File: config.mk
export PLATFORM = sky130hd
export DESIGN_NAME = dmem_store_buffer
export DESIGN_NICKNAME = d
export VERILOG_FILES = /design/src/rtl/tiny_riscv_pkg.sv /design/src/rtl/dmem_store_buffer_fifo.sv /design/src/rtl/dmem_store_buffer.sv
export SDC_FILE = /design/constraint.sdc
export NUM_CORES = 1
export LEC_CHECK = 0
export ABC_CLOCK_PERIOD_IN_PS = 10000
export CAP_MARGIN = 40
export CORE_AREA = 3 3 231 233
export CTS_BUF_LIST = sky130_fd_sc_hd__clkbuf_8
export CTS_CLUSTER_DIAMETER = 150
export DETAILED_ROUTE_END_ITERATION = 6
export DIE_AREA = 0 0 234 236
export RECOVER_POWER = 25
export SLEW_MARGIN = 15
export SYNTH_ARGS = -nofsm -noshare
export SYNTH_HDL_FRONTEND = slang
export SYNTH_SLANG_ARGS = --single-unit
File: constraint.sdc
create_clock -name clk -period 10 [get_ports clk]
set_clock_uncertainty 0.05 [all_clocks]
set_input_delay 1.5 -clock clk [delete_from_list [all_inputs] [get_ports clk]]
set_output_delay 1.5 -clock clk [all_outputs]
set_load 0.02 [all_outputs]
File: src/rtl/tiny_riscv_pkg.sv
// Shared definitions for the tiny_riscv data-memory path.
// Provides default widths and the store-buffer entry layout.
package tiny_riscv_pkg;

    localparam int XLEN     = 32;
    localparam int DMEM_AW  = 10;
    localparam int SB_DEPTH = 4;

    typedef struct packed {
        logic [DMEM_AW-1:0] addr;
        logic [XLEN-1:0]    data;
    } sb_entry_t;

endpackage

File: src/rtl/dmem_store_buffer_fifo.sv
// Circular store FIFO with count, head read and a per-slot occupancy mask.
// A push while full is accepted only when a pop happens in the same cycle.
module sb_fifo
    import tiny_riscv_pkg::*;
#(
    parameter int  DEPTH   = SB_DEPTH,
    parameter type entry_t = sb_entry_t
) (
    input  logic                       clk,
    input  logic                       rst,
    input  logic                       push_i,
    input  logic                       pop_i,
    input  entry_t                     push_data_i,
    output entry_t                     head_o,
    output logic                       full_o,
    output logic                       empty_o,
    output logic [$clog2(DEPTH):0]     count_o,
    output logic [$clog2(DEPTH)-1:0]   head_ptr_o,
    output entry_t                     entries_o [DEPTH],
    output logic [DEPTH-1:0]           valid_o
);

    localparam int PW = $clog2(DEPTH);
    localparam int CW = PW + 1;

    entry_t          mem_q [DEPTH];
    logic [PW-1:0]   head_q, tail_q;
    logic [CW-1:0]   count_q, count_d;
    logic            do_push_s, do_pop_s;

    assign full_o     = (count_q == CW'(DEPTH));
    assign empty_o    = (count_q == {CW{1'b0}});
    assign do_pop_s   = pop_i && !empty_o;
    assign do_push_s  = push_i && (!full_o || do_pop_s);
    assign head_o     = mem_q[head_q];
    assign count_o    = count_q;
    assign head_ptr_o = head_q;
    assign entries_o  = mem_q;

    // Next occupancy count.
    always_comb begin
        count_d = count_q;
        case ({do_push_s, do_pop_s})
            2'b10:   count_d = count_q + CW'(1);
            2'b01:   count_d = count_q - CW'(1);
            default: count_d = count_q;
        endcase
    end

    // Slot i is occupied when its distance from head is below count; pointer math wraps.
    always_comb begin
        logic [PW-1:0] off_s;
        off_s   = {PW{1'b0}};
        valid_o = {DEPTH{1'b0}};
        for (int i = 0; i < DEPTH; i++) begin
            off_s      = PW'(i) - head_q;
            valid_o[i] = ({1'b0, off_s} < count_q);
        end
    end

    // Pointer, count and storage registers.
    always_ff @(posedge clk or posedge rst) begin
        if (rst) begin
            head_q  <= {PW{1'b0}};
            tail_q  <= {PW{1'b0}};
            count_q <= {CW{1'b0}};
            for (int i = 0; i < DEPTH; i++) begin
                mem_q[i] <= '0;
            end
        end else begin
            count_q <= count_d;
            if (do_push_s) begin
                mem_q[tail_q] <= push_data_i;
                tail_q        <= tail_q + PW'(1);
            end
            if (do_pop_s) begin
                head_q <= head_q + PW'(1);
            end
        end
    end

endmodule

File: src/rtl/dmem_store_buffer.sv
// Data-memory front end: buffers core stores, drains them in load-free cycles,
// and returns loads one cycle later with forwarding from pending/same-cycle stores.
module dmem_store_buffer
    import tiny_riscv_pkg::*;
#(
    parameter int SB_DEPTH = tiny_riscv_pkg::SB_DEPTH,
    parameter int AW       = DMEM_AW,
    parameter int DW       = XLEN
) (
    input  logic          clk,
    input  logic          rst,
    input  logic          dmem_rd,
    input  logic [31:0]   dmem_raddr,
    output logic [DW-1:0] dmem_rdata,
    input  logic          dmem_wr,
    input  logic [31:0]   dmem_waddr,
    input  logic [DW-1:0] dmem_wdata,
    output logic          sram_cs,
    output logic          sram_we,
    output logic [AW-1:0] sram_addr,
    output logic [DW-1:0] sram_wdata,
    input  logic [DW-1:0] sram_rdata,
    output logic          sb_empty,
    output logic          sb_overflow
);

    localparam int PW = $clog2(SB_DEPTH);

    typedef struct packed {
        logic [AW-1:0] addr;
        logic [DW-1:0] data;
    } entry_t;

    logic [AW-1:0]       rd_word_s, wr_word_s;
    entry_t              push_entry_s, head_s;
    entry_t              entries_s [SB_DEPTH];
    logic [SB_DEPTH-1:0] valid_s;
    logic [PW-1:0]       head_ptr_s;
    logic [PW:0]         count_s;
    logic                full_s, empty_s, push_s, pop_s, drop_s;
    logic                hit_s;
    logic [DW-1:0]       hit_data_s;
    logic                sel_sram_q, sel_sram_d;
    logic [DW-1:0]       rdata_q, rdata_d;
    logic                ovf_q;
    logic                unused_bits_s;

    assign rd_word_s    = dmem_raddr[AW+1:2];
    assign wr_word_s    = dmem_waddr[AW+1:2];
    assign push_entry_s = '{addr: wr_word_s, data: dmem_wdata};

    // A load blocks the drain, so a store into a full buffer alongside a load has nowhere to go.
    assign drop_s   = dmem_wr && dmem_rd && full_s;
    assign push_s   = dmem_wr && !drop_s;
    assign pop_s    = !dmem_rd && !empty_s;
    assign sb_empty = empty_s;
    assign sb_overflow = ovf_q;
    assign unused_bits_s = ^{dmem_raddr[31:AW+2], dmem_raddr[1:0],
                             dmem_waddr[31:AW+2], dmem_waddr[1:0], count_s};

    sb_fifo #(
        .DEPTH   (SB_DEPTH),
        .entry_t (entry_t)
    ) u_fifo (
        .clk         (clk),
        .rst         (rst),
        .push_i      (push_s),
        .pop_i       (pop_s),
        .push_data_i (push_entry_s),
        .head_o      (head_s),
        .full_o      (full_s),
        .empty_o     (empty_s),
        .count_o     (count_s),
        .head_ptr_o  (head_ptr_s),
        .entries_o   (entries_s),
        .valid_o     (valid_s)
    );

    // Youngest-match search: walk oldest to youngest so later hits override earlier ones.
    always_comb begin
        logic [PW-1:0] idx_s;
        idx_s      = {PW{1'b0}};
        hit_s      = 1'b0;
        hit_data_s = {DW{1'b0}};
        for (int k = 0; k < SB_DEPTH; k++) begin
            idx_s = head_ptr_s + PW'(k);
            if (valid_s[idx_s] && (entries_s[idx_s].addr == rd_word_s)) begin
                hit_s      = 1'b1;
                hit_data_s = entries_s[idx_s].data;
            end else begin
                hit_s      = hit_s;
            end
        end
    end

    // SRAM port arbitration: load first, then drain, otherwise idle; nothing during reset.
    always_comb begin
        sram_cs    = 1'b0;
        sram_we    = 1'b0;
        sram_addr  = rd_word_s;
        sram_wdata = head_s.data;
        if (rst) begin
            sram_cs = 1'b0;
        end else if (dmem_rd) begin
            sram_cs = 1'b1;
        end else if (!empty_s) begin
            sram_cs   = 1'b1;
            sram_we   = 1'b1;
            sram_addr = head_s.addr;
        end else begin
            sram_cs = 1'b0;
        end
    end

    // Load-return source select; an SRAM result is captured once so it holds after the load.
    always_comb begin
        sel_sram_d = sel_sram_q;
        rdata_d    = rdata_q;
        if (dmem_rd) begin
            if (dmem_wr && (wr_word_s == rd_word_s)) begin
                sel_sram_d = 1'b0;
                rdata_d    = dmem_wdata;
            end else if (hit_s) begin
                sel_sram_d = 1'b0;
                rdata_d    = hit_data_s;
            end else begin
                sel_sram_d = 1'b1;
            end
        end else if (sel_sram_q) begin
            sel_sram_d = 1'b0;
            rdata_d    = sram_rdata;
        end else begin
            sel_sram_d = 1'b0;
        end
    end

    assign dmem_rdata = sel_sram_q ? sram_rdata : rdata_q;

    // Load-return and sticky overflow registers.
    always_ff @(posedge clk or posedge rst) begin
        if (rst) begin
            sel_sram_q <= 1'b0;
            rdata_q    <= {DW{1'b0}};
            ovf_q      <= 1'b0;
        end else begin
            sel_sram_q <= sel_sram_d;
            rdata_q    <= rdata_d;
            ovf_q      <= ovf_q | drop_s;
        end
    end

endmodule

==> run_results.csv, run 1 <==
group,metric,value,unit
floorplanning,core.rowCount,83,
final_layout,drive_gt1_frac,0.209,
detailed_routing,wl_met1,22400,um
grt,grtUsageTotal,0.193,
grt,antenna_found_initial,3,
timing,setup_viol,0,
final_layout,syn_to_final_growth,19.4,%
detailed_routing,wirelength,54800,um
worst_setup_path,crit_chain,"dlygate4sd3_1, clkbuf_1, clkinv_1, buf_4, a21oi_1, clkdlybuf4s50_1",
worst_hold_path,worstHoldPathType,"reg2reg",
floorplanning,dieArea,55200,sq um
detailed_routing,first_iter_violations,1351,
detailed_routing,dr.pass1.iters,6,
worst_setup_path,start_kind,"input port",
detailed_routing,drc,0,
grt,grt_pass1_wl,82900,um
clock_network,clock-root-buffer,"clkbuf_8",
flow_run,drv_cap,3,
final_layout,fill_cells,5212,
power_and_ir_drop,ir_drop,0.248,mV
logic_synthesis,ys_types,55,
final_layout,final_cell_mix,"mux2_2 (243), dfrtp_1 (206), clkdlybuf4s50_1 (163)",
logic_synthesis,syn_area,15400,sq um
worst_hold_path,min_to,"sb_overflow",
grt,grt_remaining_overflow,0,
logic_synthesis,synthSimpleGateAreaFrac,0.127,
timing,rsz0062_at_grt,"false",
worst_setup_path,r2r_cells,11,
logic_synthesis,syn_area_per_cell,9.68,sq um
final_layout,layout_commonest_cell,"mux2_2",
clock_network,post-cts-setup-buffer-count,0,
place,gp_congestion,0.822,
worst_hold_path,hold_path_depth,1,
timing,drv_slew,118,
detailed_routing,via_per_inst,5.78,
grt,grt_max_degree,84,
floorplanning,die_h,236,um
clock_network,htreeDepth,2,
timing,fin_tns_setup,0,ns
logic_synthesis,ys_warn_count,0,
logic_synthesis,synth.mux.area_fraction,0.278,
place,hpwl,34100,um
power_and_ir_drop,powerDensity,334,nW/um^2
clock_network,cts_buffers,41,
worst_setup_path,crit_path_max_fanout,38,
logic_synthesis,yosysSeqAreaShare,0.341,
logic_synthesis,synth_cells,1586,
floorplanning,placeableCoreArea,51400,sq um
timing,max_freq,133,MHz
logic_synthesis,yosys.area_share.adder,0.00864,
worst_setup_path,critPathSlowestCell,"clkbuf_1",
detailed_routing,top_layer_used,"met5",
clock_network,clock_sinks,209,
timing,finalCritPeriodShare,0.755,
detailed_routing,wl_met3,4840,um
worst_hold_path,min_from,"sb_overflow",
place,io_buffers,165,
worst_setup_path,critPathMaxStageDelay,1.37,ns
logic_synthesis,yosys_most_used_dff,"dfrtp_1",
clock_network,cts_resized,0,
floorplanning,die_x,234,um
floorplanning,io_pins,210,
clock_network,cts_tree,"yes",
grt,first_global_vias,14100,
timing,worst_pin_slew,2.76,ns
worst_setup_path,path_buf_inv,5,
timing,fin_crit,7.55,ns
clock_network,clkTransAtPathRegs,0.05,ns
logic_synthesis,synth_xor_area_frac,0.0354,
worst_setup_path,rrSetupSlack,4.71,ns
logic_synthesis,synth_edf_count,0,
detailed_routing,post_drt_wl_per_cell,23.1,um
power_and_ir_drop,p_leak,7.23,nW
detailed_routing,vias,13700,
logic_synthesis,synth_compound_area_frac,0.163,
worst_setup_path,worstSetupEndpointType,"output pin",
worst_setup_path,cp.required,8.45,ns
timing,hold_viol,0,
timing,slew_headroom,-0.838,
clock_network,clk_latency,0.60,ns
final_layout,fin_util,0.357,
run_status,status,"finished with violations",
logic_synthesis,synth-seq-cells,209,
clock_network,clk_path_buf_depth,3,
logic_synthesis,synth_fp_nets,1728,
worst_setup_path,critPathKind,"in2out",
run_status,violations,"max-capacitance violations, max-slew violations",
worst_setup_path,worstReg2RegEnd,"rdata_q[2]",
logic_synthesis,async_flop_share,1.00,
detailed_routing,antenna_left,0,
clock_network,postCtsHoldBufs,0,
worst_setup_path,worst_r2r_startpoint,"u_fifo.head_ptr_o[1]",
final_layout,finish.net_count,1810,
floorplanning,initial_core_util,0.299,
logic_synthesis,synth_top_family_by_area,"multiplexers",
worst_setup_path,path_delay_family,"buffers and inverters",
worst_setup_path,arrival,6.00,ns
detailed_routing,wl_met2,25500,um
sequential cells by signal, indices dropped and copies added, names as in the netlist:
register / flops
u_fifo.entries_o: 168
rdata_q: 32
u_fifo.count_o: 3
u_fifo.head_ptr_o: 2
u_fifo.tail_q: 2
sb_overflow: 1
sel_sram_q: 1
per-layer routing:
metal,track usage,up-vias
li1,-,6126
met1,0.246,6757
met5,0,-
met2,0.310,683
met4,0.0772,2
met3,0.0499,159
where the power goes:
part | internal [mW] | switching [mW] | total [mW]
Combinational | 1.58 | 2.12 | 3.70
Sequential | 1.24 | 0.336 | 1.58
Clock | 0.462 | 0.382 | 0.844
Total | 3.28 | 2.84 | 6.12
synth_stat cells, drive strengths merged, types with 4 or more instances:
cell,count,area share
a21oi,99,0.032
a22oi,34,0.017
and2,35,0.014
and4,4,0.0023
buf,64,0.021
clkbuf,97,0.024
dfrtp,209,0.34
ha,9,0.0073
inv,12,0.0029
mux2,244,0.18
mux2i,150,0.098
nand2,86,0.021
nand3,39,0.013
nand4,12,0.0049
nor2,58,0.014
nor3,38,0.012
nor3b,35,0.017
nor4,4,0.0016
nor4b,31,0.018
o211ai,64,0.031
o21ai,45,0.015
o22ai,31,0.013
o31ai,63,0.031
o32ai,30,0.017
or4,5,0.0024
xnor2,43,0.025
xor2,19,0.011
worst max-delay path by stage:
stage	startpoint	to	slack, ns	cells past startpoint
final	dmem_rd	sram_cs	2.45	6
after global routing	dmem_rd	sram_cs	2.05	6
after CTS	dmem_rd	sram_cs	4.03	6
after detailed placement	dmem_rd	sram_cs	4.04	6
after global placement	dmem_rd	sram_cs	4.06	6
after floorplan	rst	sram_addr[8]	0.71	4
area by class of cell:
| class | instances | area, sq um | share of cell area |
|---|---|---|---|
| Sequential cell | 209 | 5240 | 0.286 |
| Multi-Input combinational cell | 1203 | 9450 | 0.515 |
| Antenna cell | 2 | 5.00 | 0.000273 |
| Clock buffer | 52 | 716 | 0.0390 |
| Clock inverter | 16 | 71.3 | 0.00389 |
| Inverter | 13 | 56.3 | 0.00307 |
| Timing Repair Buffer | 200 | 1950 | 0.106 |
| Tap cell | 680 | 851 | 0.0464 |
kinds of logic (layout without fill, tap and decap cells):
logic type,Yosys count,in the layout
fa+ha+maj,10,10
simple gates,359,359
xor+xnor,62,62
mux,395,395
other cells,0,2
buf+inv,174,281
compound gates,377,377
flops,209,209
per-stage QoR:
stage               std cells  setup WS (ns)  total power [mW]  hold WS (ns)  instance area, sq um
floorplan                1586          0.709              4.07         0.443                 15400
CTS                      2371           4.03              6.12         0.421                 18300
finish                   2375           2.45              6.12         0.416                 18300
global placement         2301           4.06              5.12         0.406                 17500
global route             2373           2.05              6.51         0.450                 18300
detailed placement       2303           4.04              5.25         0.408                 17500
No activity file was read; power rests on OpenSTA's default activity.
==> run 2: changes to the inputs <==
--- a/config.mk
+++ b/config.mk
@@ -5,7 +5,7 @@
 export SDC_FILE = /design/constraint.sdc
 export NUM_CORES = 1
 export LEC_CHECK = 0
-export ABC_CLOCK_PERIOD_IN_PS = 10000
+export ABC_CLOCK_PERIOD_IN_PS = 7350
 export CAP_MARGIN = 40
 export CORE_AREA = 3 3 231 233
 export CTS_BUF_LIST = sky130_fd_sc_hd__clkbuf_8
==> constraint.sdc (replaced) <==
create_clock -name clk -period 7.35 [get_ports clk]
set_clock_uncertainty 0.05 [all_clocks]
set_input_delay 1.1025 -clock clk [delete_from_list [all_inputs] [get_ports clk]]
set_output_delay 1.1025 -clock clk [all_outputs]
set_load 0.02 [all_outputs]
==> run_results.csv, run 2 (synthesis gave the netlist of run 1 again) <==
group,metric,value,unit
place,io_buffers,165,
timing,rsz0062_at_grt,"false",
timing,setup_viol,0,
worst_setup_path,critPathMaxStageDelay,0.84,ns
final_layout,finish.net_count,1809,
power_and_ir_drop,power.internal,4.56,mW
power_and_ir_drop,p_seq_frac,0.257,
final_layout,syn_to_final_growth,20.9,%
timing,worst_pin_slew,1.30,ns
final_layout,layout_commonest_cell,"mux2_2",
worst_setup_path,crit_chain,"dlygate4sd3_1, clkinvlp_4, nand2_1, mux2_2, clkdlybuf4s50_1",
detailed_routing,wirelength,54300,um
timing,hold_ws,0.451,ns
power_and_ir_drop,totalPowerFinal,8.40,mW
timing,max_freq,189,MHz
clock_network,clkTransAtPathRegs,0.06,ns
power_and_ir_drop,clock_power_share,0.144,
grt,grt_pass1_wl,83100,um
power_and_ir_drop,p_leak,7.31,nW
grt,antenna_found_initial,4,
final_layout,drive_gt1_frac,0.216,
place,hpwl,34500,um
clock_network,post-cts-setup-buffer-count,0,
detailed_routing,post_drt_wl_per_cell,22.8,um
clock_network,postCtsHoldBufs,0,
detailed_routing,vias,13800,
run_status,status,"completed",
detailed_routing,dr.pass1.iters,6,
place,gp_congestion,0.838,
power_and_ir_drop,p_sw,3.85,mW
timing,fin_crit,5.30,ns
timing,fin_tns_setup,0,ns
worst_hold_path,worstHoldPathType,"reg2reg",
clock_network,htreeDepth,2,
floorplanning,io_pins,210,
clock_network,clk_latency,0.58,ns
floorplanning,initial_core_util,0.299,
grt,first_global_vias,14100,
floorplanning,die_h,236,um
final_layout,fin_util,0.361,
grt,grt_max_degree,181,
timing,slew_headroom,0.135,
timing,finalCritPeriodShare,0.721,
timing,setup_slack,2.05,ns
detailed_routing,via_per_inst,5.79,
worst_setup_path,critPathSlowestCell,"nand2_1",
clock_network,clock_sinks,209,
worst_setup_path,start_kind,"input port",
worst_setup_path,crit_path_max_fanout,31,
worst_setup_path,arrival,4.14,ns
power_and_ir_drop,swShare,0.458,
power_and_ir_drop,ir_drop,0.302,mV
final_layout,final_cell_mix,"mux2_2 (243), dfrtp_1 (206), clkdlybuf4s50_1 (163)",
clock_network,cts_tree,"yes",
worst_setup_path,worstSetupEndpointType,"output pin",
floorplanning,dieArea,55200,sq um
final_layout,largest_reg_flops,168,
timing,drv_slew,0,
worst_setup_path,critPathKind,"in2out",
clock_network,cts_buffers,40,
worst_setup_path,cp.required,6.20,ns
floorplanning,placeableCoreArea,51400,sq um
detailed_routing,drc,0,
timing,hold_viol,0,
clock_network,cts_resized,0,
grt,grtUsageTotal,0.192,
clock_network,clk_path_buf_depth,3,
detailed_routing,antenna_left,0,
detailed_routing,first_iter_violations,1346,
floorplanning,core.rowCount,83,
clock_network,clock-root-buffer,"clkbuf_8",
grt,grt_remaining_overflow,0,
flow_run,drv_cap,0,
power_and_ir_drop,powerDensity,452,nW/um^2
power_and_ir_drop,combPwrFrac,0.599,
floorplanning,die_x,234,um
place,pre_cts_ws,1.74,ns
[run 2: cell count changes in the layout (fill, tap and decap cells not counted), moves of 2 or more]
cell | before | now
and4_2 | 0 | 2
nand2_1 | 80 | 83
buf_16 | 1 | 11
nand2_4 | 2 | 0
and4_1 | 4 | 2
nand3_2 | 0 | 2
inv_1 | 22 | 24
buf_4 | 29 | 21
clkinv_2 | 3 | 5
or4_1 | 5 | 3
bufinv_16 | 0 | 2
or4_2 | 0 | 2
clkbuf_8 | 52 | 50
nand3_1 | 39 | 37
[run 2: cell type report]
type	count	area (sq um)
Fill cell	5140	32800
Antenna cell	2	5.00
Tap cell	680	851
Clock buffer	50	688
Clock inverter	22	149
Inverter	13	52.6
Sequential cell	209	5240
Multi-Input combinational cell	1203	9450
Timing Repair Buffer	200	2140
[run 2: critical path: cells and delay by family]
family	cells	cell delay [ns]
multiplexers	1	0.42
AND/OR/NAND/NOR	1	0.84
buffers and inverters	3	1.77
[run 2: worst paths after layout]
path / from / slack, ns / end / cells after the start
min in group asynchronous: rst / 1.11 / sb_overflow / 2
max: rst / 2.05 / sram_addr[3] / 5
min reg2reg: sb_overflow / 0.45 / sb_overflow / 1
max in group asynchronous: rst / 4.57 / sel_sram_q / 3
min: sb_overflow / 0.45 / sb_overflow / 1
max reg2reg: u_fifo.head_ptr_o[1] / 2.26 / rdata_q[15] / 10
[run 2: power groups by stage]
stage | Combinational (mW) | Clock (mW) | Sequential (mW)
finish | 5.03 | 1.21 | 2.16
global placement | 4.81 | 0 | 2.13
global route | 5.39 | 1.29 | 2.24
floorplan | 3.58 | 0 | 1.96
detailed placement | 4.96 | 0 | 2.17
CTS | 4.98 | 1.24 | 2.15
[run 2: through the flow]
stage | area (sq um) | std cells
2_1_floorplan | 15400 | 1586
3_3_place_gp | 17400 | 2292
3_5_place_dp | 17700 | 2302
4_1_cts | 18500 | 2374
5_1_grt | 18600 | 2378
6_report | 18600 | 2379
[run 2: layer usage]
| metal | up-vias | part of all wire | track usage |
|---|---|---|---|
| met4 | 4 | 0.037 | 0.0850 |
| met3 | 166 | 0.093 | 0.0461 |
| met5 | - | 0.00068 | 0 |
| met2 | 718 | 0.46 | 0.301 |
| li1 | 6128 | - | - |
| met1 | 6750 | 0.41 | 0.249 |
==> RTL change 1, RTL diff (config.mk and constraints of run 1) <==
Put one more register stage on the output `sb_overflow`. The value now appears one clock later. The other outputs are not delayed to match.
--- a/src/rtl/dmem_store_buffer.sv
+++ b/src/rtl/dmem_store_buffer.sv
@@ -56,3 +56,5 @@
     assign sb_empty = empty_s;
-    assign sb_overflow = ovf_q;
+    always_ff @(posedge clk) begin
+        sb_overflow <= ovf_q;
+    end
     assign unused_bits_s = ^{dmem_raddr[31:AW+2], dmem_raddr[1:0],
Function: same outputs for any inputs over 4 cycles, from zero or initial values and one cycle with rst high; that may be too few to reach the edited logic, so the function may still have changed.
==> RTL change 1 against run 1 <==
  * The flow still finishes with violations (max-capacitance violations, max-slew violations)
  * Sequential share of layout area grew 0.30 points
  * Register-to-register slack worse by 0.41 ns
  * Sequential cell count grew 1
  * Cell area shrank 0.68%
  * Worst setup slack better by 1.6 ns
  * Area after synthesis shrank 1.9%
  * Routed wire length is 12% lower
  * Global-route usage fell by 2.3 points
  * Power is 2.1% lower
  * Critical path type unchanged
  * Critical endpoint is now sram_addr[5]
  * Highest routed layer is now met4
==> RTL change 1: results (changes against run 1) <==
* Crit path capture: sram_addr[5] (was sram_cs)
* Via count of the first global-routing pass at 12710 (was 14140)
* Net count after synthesis at 1670 (was 1728)
* Max cap viols at 2 (was 3)
* Global-route wire length before repair at 73240 µm (was 82900 µm)
* TritonCTS Buffers at 43 (was 41)
* DP HPWL at 28790 µm (was 34140 µm)
* Failing checks: max-capacitance violations, max-slew violations (unchanged)
* Layout Nets at 1763 (was 1810)
* Placer congestion estimate at 0.8011 (was 0.8215)
* Worst path max stage delay at 1.25 ns (was 1.37 ns)
* Layout Cells excl Fill at 2336 (was 2375)
* Via density at 5.408 (was 5.780)
* Async SR Flop Fraction at 99.52% (was 100.0%)
* GRT Util Overall at 17.00% (was 19.30%)
* Leak Pwr at 7.131 nW (was 7.226 nW)
* Count of final max-slew check failures at 127 (was 118)
* Initial DRC count at 854 (was 1351)
* Critical Path Source: dmem_rd (unchanged)
* Synth top cells by count: mux2_2, dfrtp_1, nor2_1 (was mux2_2, dfrtp_1, mux2i_1)
* Largest net degree at the start of global routing at 135 (was 84)
* Worst-path clk slew at 0.06 ns
* Layout cells sized above 1 at 25.21% (was 20.91%)
* Clk buf depth at 3 (unchanged)
* Post-synth top flop: dfrtp_1 (unchanged)
* R2R depth at 12 (was 11)
* Synth Instances at 1528 (was 1586)
* R2R setup slack at 4.30 ns (was 4.71 ns)
* Worst vdd ir at 0.1937 mV (was 0.2478 mV)
* First-pass iteration count of the detailed router at 5 (was 6)
* Initial antenna violation count at 2 (was 3)
* FF-to-FF End: rdata_q[7]$_DFFE_PP0P_ (was rdata_q[2]$_DFFE_PP0P_)
* Slew @ Worst Pin at 4.574 ns (was 2.758 ns)
* Placed Instances at 2253 (was 2303)
* Worst Hold Depth at 0 (was 1)
* # fillers at 5175 (was 5212)
* Synth top area cells: dfrtp_1, mux2_2, mux2i_1, nor2_1, a31oi_1 (was dfrtp_1, mux2_2, mux2i_1, a21oi_1, o211ai_1)
* Post-route setup slack at 4.069 ns (was 2.455 ns)
* Dpl ws at 4.504 ns (was 4.036 ns)
* CP max FO at 30 (was 38)
* Final WL at 48150 µm (was 54780 µm)
* Post-synthesis sequential area ratio at 34.86% (was 34.05%)
* Outcome: complete, but fails checks (unchanged)
* WP data arrival at 4.38 ns (was 6.00 ns)
[RTL change 1: report_power, final]
group	internal, mW	switching [mW]	total, mW
sequential	1.25	0.354	1.60
combinational	1.64	1.81	3.45
clock	0.531	0.411	0.942
total	3.42	2.57	5.99
[RTL change 1: how the worst min path moves through the flow]
stage	from	end	slack, ns
floorplan	ovf_q$_DFF_PP0_	sb_overflow$_DFF_P_	0.30
global placement	ovf_q$_DFF_PP0_	sb_overflow$_DFF_P_	0.31
detailed placement	ovf_q$_DFF_PP0_	sb_overflow$_DFF_P_	0.32
CTS	ovf_q$_DFF_PP0_	sb_overflow$_DFF_P_	0.33
global route	ovf_q$_DFF_PP0_	sb_overflow$_DFF_P_	0.34
finish	ovf_q$_DFF_PP0_	sb_overflow$_DFF_P_	0.33
[RTL change 1: per-stage QoR]
| step | instance area [µm²] | utilization, % |
|---|---|---|
| floorplan | 15060 | - |
| global placement | 17080 | 33.23 |
| detailed placement | 17240 | 33.54 |
| CTS | 18150 | 35.30 |
| global route | 18210 | 35.43 |
| finish | 18210 | 35.43 |
[RTL change 1: area by class of cell]
class	count	share of cell area, %
Multi-Input combinational cell	1161	50.12
Tap cell	680	4.672
Antenna cell	2	0.02748
Clock buffer	60	4.534
Clock inverter	18	0.4466
Timing Repair Buffer	193	11.07
Sequential cell	210	28.87
Inverter	12	0.2542
[RTL change 1: per-layer routing]
layer | GRT usage (%) | up-vias | part of all wire [%]
met1 | 21.89 | 6202 | 43
met3 | 2.693 | 103 | 6.1
li1 | - | 5849 | -
met2 | 28.42 | 479 | 48
met5 | 0 | - | 0
met4 | 6.641 | 0 | 2.9
[RTL change 1: kinds of logic (layout without fill, tap and decap cells)]
family,after synthesis,in the layout,synth area share [%]
mux,423,423,31.77
simple gates,352,352,10.19
compound gates,311,311,13.38
flops,210,210,34.86
buf+inv,157,283,5.134
xor+xnor,65,65,3.780
fa+ha+maj,10,10,0.8806
other cells,0,2,0
[RTL change 1: worst max-delay path, delay by kind of cell]
| family | cells | cell delay, ns |
|---|---|---|
| AO/OA/AOI/OAI | 1 | 0.27 |
| buffers and inverters | 4 | 2.30 |
| AND/OR/NAND/NOR | 1 | 0.30 |
==> RTL change 2, RTL diff (config.mk and constraints of run 1) <==
Made on the original files. Change the package constant `XLEN` from 32 to 48.
--- a/src/rtl/tiny_riscv_pkg.sv
+++ b/src/rtl/tiny_riscv_pkg.sv
@@ -4,3 +4,3 @@
 
-    localparam int XLEN     = 32;
+    localparam int XLEN     = 48;
     localparam int DMEM_AW  = 10;
Ports: changed (resized dmem_rdata, dmem_wdata, sram_rdata and sram_wdata); port bits go from 210 to 274. The function was not compared with the original's and may differ.
==> RTL change 2 against run 1 <==
  * The run still ends with max-capacitance violations, max-slew violations left
  * Worst setup slack gained 0.61 ns
  * Area after synthesis grew 35%
  * Power increased by 50%
  * Sequential share of layout area increased by 0.58 points
  * Cell area rose by 35%
  * First-iteration DRC count up 14%
  * Routed wire length grew 25%
  * Maximum frequency up 8.9%
  * Sequential cell count is 80 higher
==> RTL change 2: results (changes against run 1) <==
* Outcome: complete, but fails checks (unchanged)
* Failing checks: max-capacitance violations, max-slew violations (unchanged)
* Global-route wire length before repair at 104400 µm (was 82900 µm)
* GRT Util Overall at 24.00% (was 19.30%)
* Max cap viols at 7 (was 3)
* Post-Syn Area at 0.02074 mm² (was 0.01536 mm²)
* Initial DRC count at 1542 (was 1351)
* Slew @ Worst Pin at 3.158 ns (was 2.758 ns)
* Via count of the first global-routing pass at 18200 (was 14140)
* Pwr dens at 369.4 mW/mm² (was 333.6 mW/mm²)
* Post-synthesis xor/xnor area fraction at 2.703% (was 3.536%)
* # fillers at 4690 (was 5212)
* Critical path's slowest cell: clkinvlp_2 (was clkbuf_1)
* Layout cells sized above 1 at 23.66% (was 20.91%)
* Largest net degree at the start of global routing at 187 (was 84)
* Number of flip-flops under the largest register name at 232 (was 168)
* Post-synthesis sequential area ratio at 34.87% (was 34.05%)
* Placed instance area at 0.02357 mm² (was 0.01753 mm²)
* Placer congestion estimate at 0.8029 (was 0.8215)
* FF-to-FF End: rdata_q[38]$_DFFE_PP0P_ (was rdata_q[2]$_DFFE_PP0P_)
* Distinct cells, synth at 54 (was 55)
* Via density at 6.084 (was 5.780)
* CP max FO at 32 (was 38)
* Count of final max-slew check failures at 205 (was 118)
* Port bufs at 229 (was 165)
* Leak Pwr at 10.57 nW (was 7.226 nW)
* Synth top area cells: dfrtp_1, mux2_2, mux2i_1, o41ai_2, a21oi_1 (was dfrtp_1, mux2_2, mux2i_1, a21oi_1, o211ai_1)
* Synth Area in Adders at 0.6396% (was 0.8635%)
* WP data arrival at 5.38 ns (was 6.00 ns)
* Met3 GRT Util at 4.300% (was 4.988%)
* First-pass iteration count of the detailed router at 5 (was 6)
* Post-synthesis compound-gate area fraction at 22.00% (was 16.29%)
* Net count after synthesis at 2261 (was 1728)
* TritonCTS Buffers at 55 (was 41)
* Worst skew pair latency at 0.64 ns (was 0.60 ns)
* Initial antenna violation count at 5 (was 3)
* Routed WL per cell at 23.22 µm (was 23.06 µm)
* DP HPWL at 40990 µm (was 34140 µm)
* R2R depth at 13 (was 11)
* GR Util met1 at 31.68% (was 24.61%)
* Met2 Usage GRT at 39.21% (was 31.02%)
* Worst vdd ir at 0.1583 mV (was 0.2478 mV)
* Worst path max stage delay at 1.18 ns (was 1.37 ns)
* Post_cts resized at 0 (unchanged)
* Synth top cells by count: mux2_2, dfrtp_1, mux2i_1 (unchanged)
* RR Startpoint: u_fifo.head_ptr_o[1]$_DFFE_PP0P_ (unchanged)
* Async SR Flop Fraction at 100.0% (unchanged)
## RTL change 2: layout make-up
| cell class | count | share of cell area (%) |
|---|---|---|
| clock buffers | 72 | 3.990 |
| inverters | 58 | 0.8916 |
| flip-flops and latches | 289 | 29.15 |
| multi-input cells | 1536 | 50.36 |
| clock inverters | 28 | 0.7909 |
| repair buffers | 274 | 11.35 |
| diodes | 4 | 0.04030 |
| well taps | 680 | 3.425 |
## RTL change 2: worst max path at each step
stage	startpoint	to	slack (ns)	depth (start not counted)
final	rst	sram_addr[4]	3.07	7
after global routing	rst	sram_addr[4]	2.54	7
after CTS	rst	sram_addr[4]	3.93	7
after detailed placement	rst	sram_addr[4]	3.96	7
after global placement	rst	sram_addr[4]	4.00	7
after floorplan	rst	sram_addr[4]	1.42	5
## RTL change 2: cell families after synthesis
group,count (synthesis)
flip-flops,289
multiplexers,530
AND/OR/NAND/NOR,335
adder cells (fa/ha/maj),10
XOR/XNOR,64
buffers and inverters,262
AO/OA/AOI/OAI,597
## RTL change 2: through the flow
stage | hold WS [ns] | total power [mW] | cells | setup WS, ns
2_1_floorplan | 0.4429 | 6.149 | 2087 | 1.422
3_3_place_gp | 0.4543 | 7.572 | 2825 | 4.001
3_5_place_dp | 0.4472 | 7.810 | 2832 | 3.959
4_1_cts | 0.4702 | 9.114 | 2932 | 3.934
5_1_grt | 0.4871 | 9.788 | 2939 | 2.541
6_report | 0.4667 | 9.176 | 2941 | 3.069
## RTL change 2: power by group
group          leakage [nW]  total, mW  switching (mW)  internal, mW
Sequential             3.37       2.16           0.427          1.73
Combinational          6.52       5.75            3.24          2.52
Clock                 0.679       1.26           0.543         0.718
Total                  10.6       9.18            4.21          4.97
## RTL change 2: routing by layer
layer	wire [µm]	up-vias
li1	-	8130
met1	29500	8984
met2	32440	635
met3	4232	140
met4	2074	4
met5	27	-
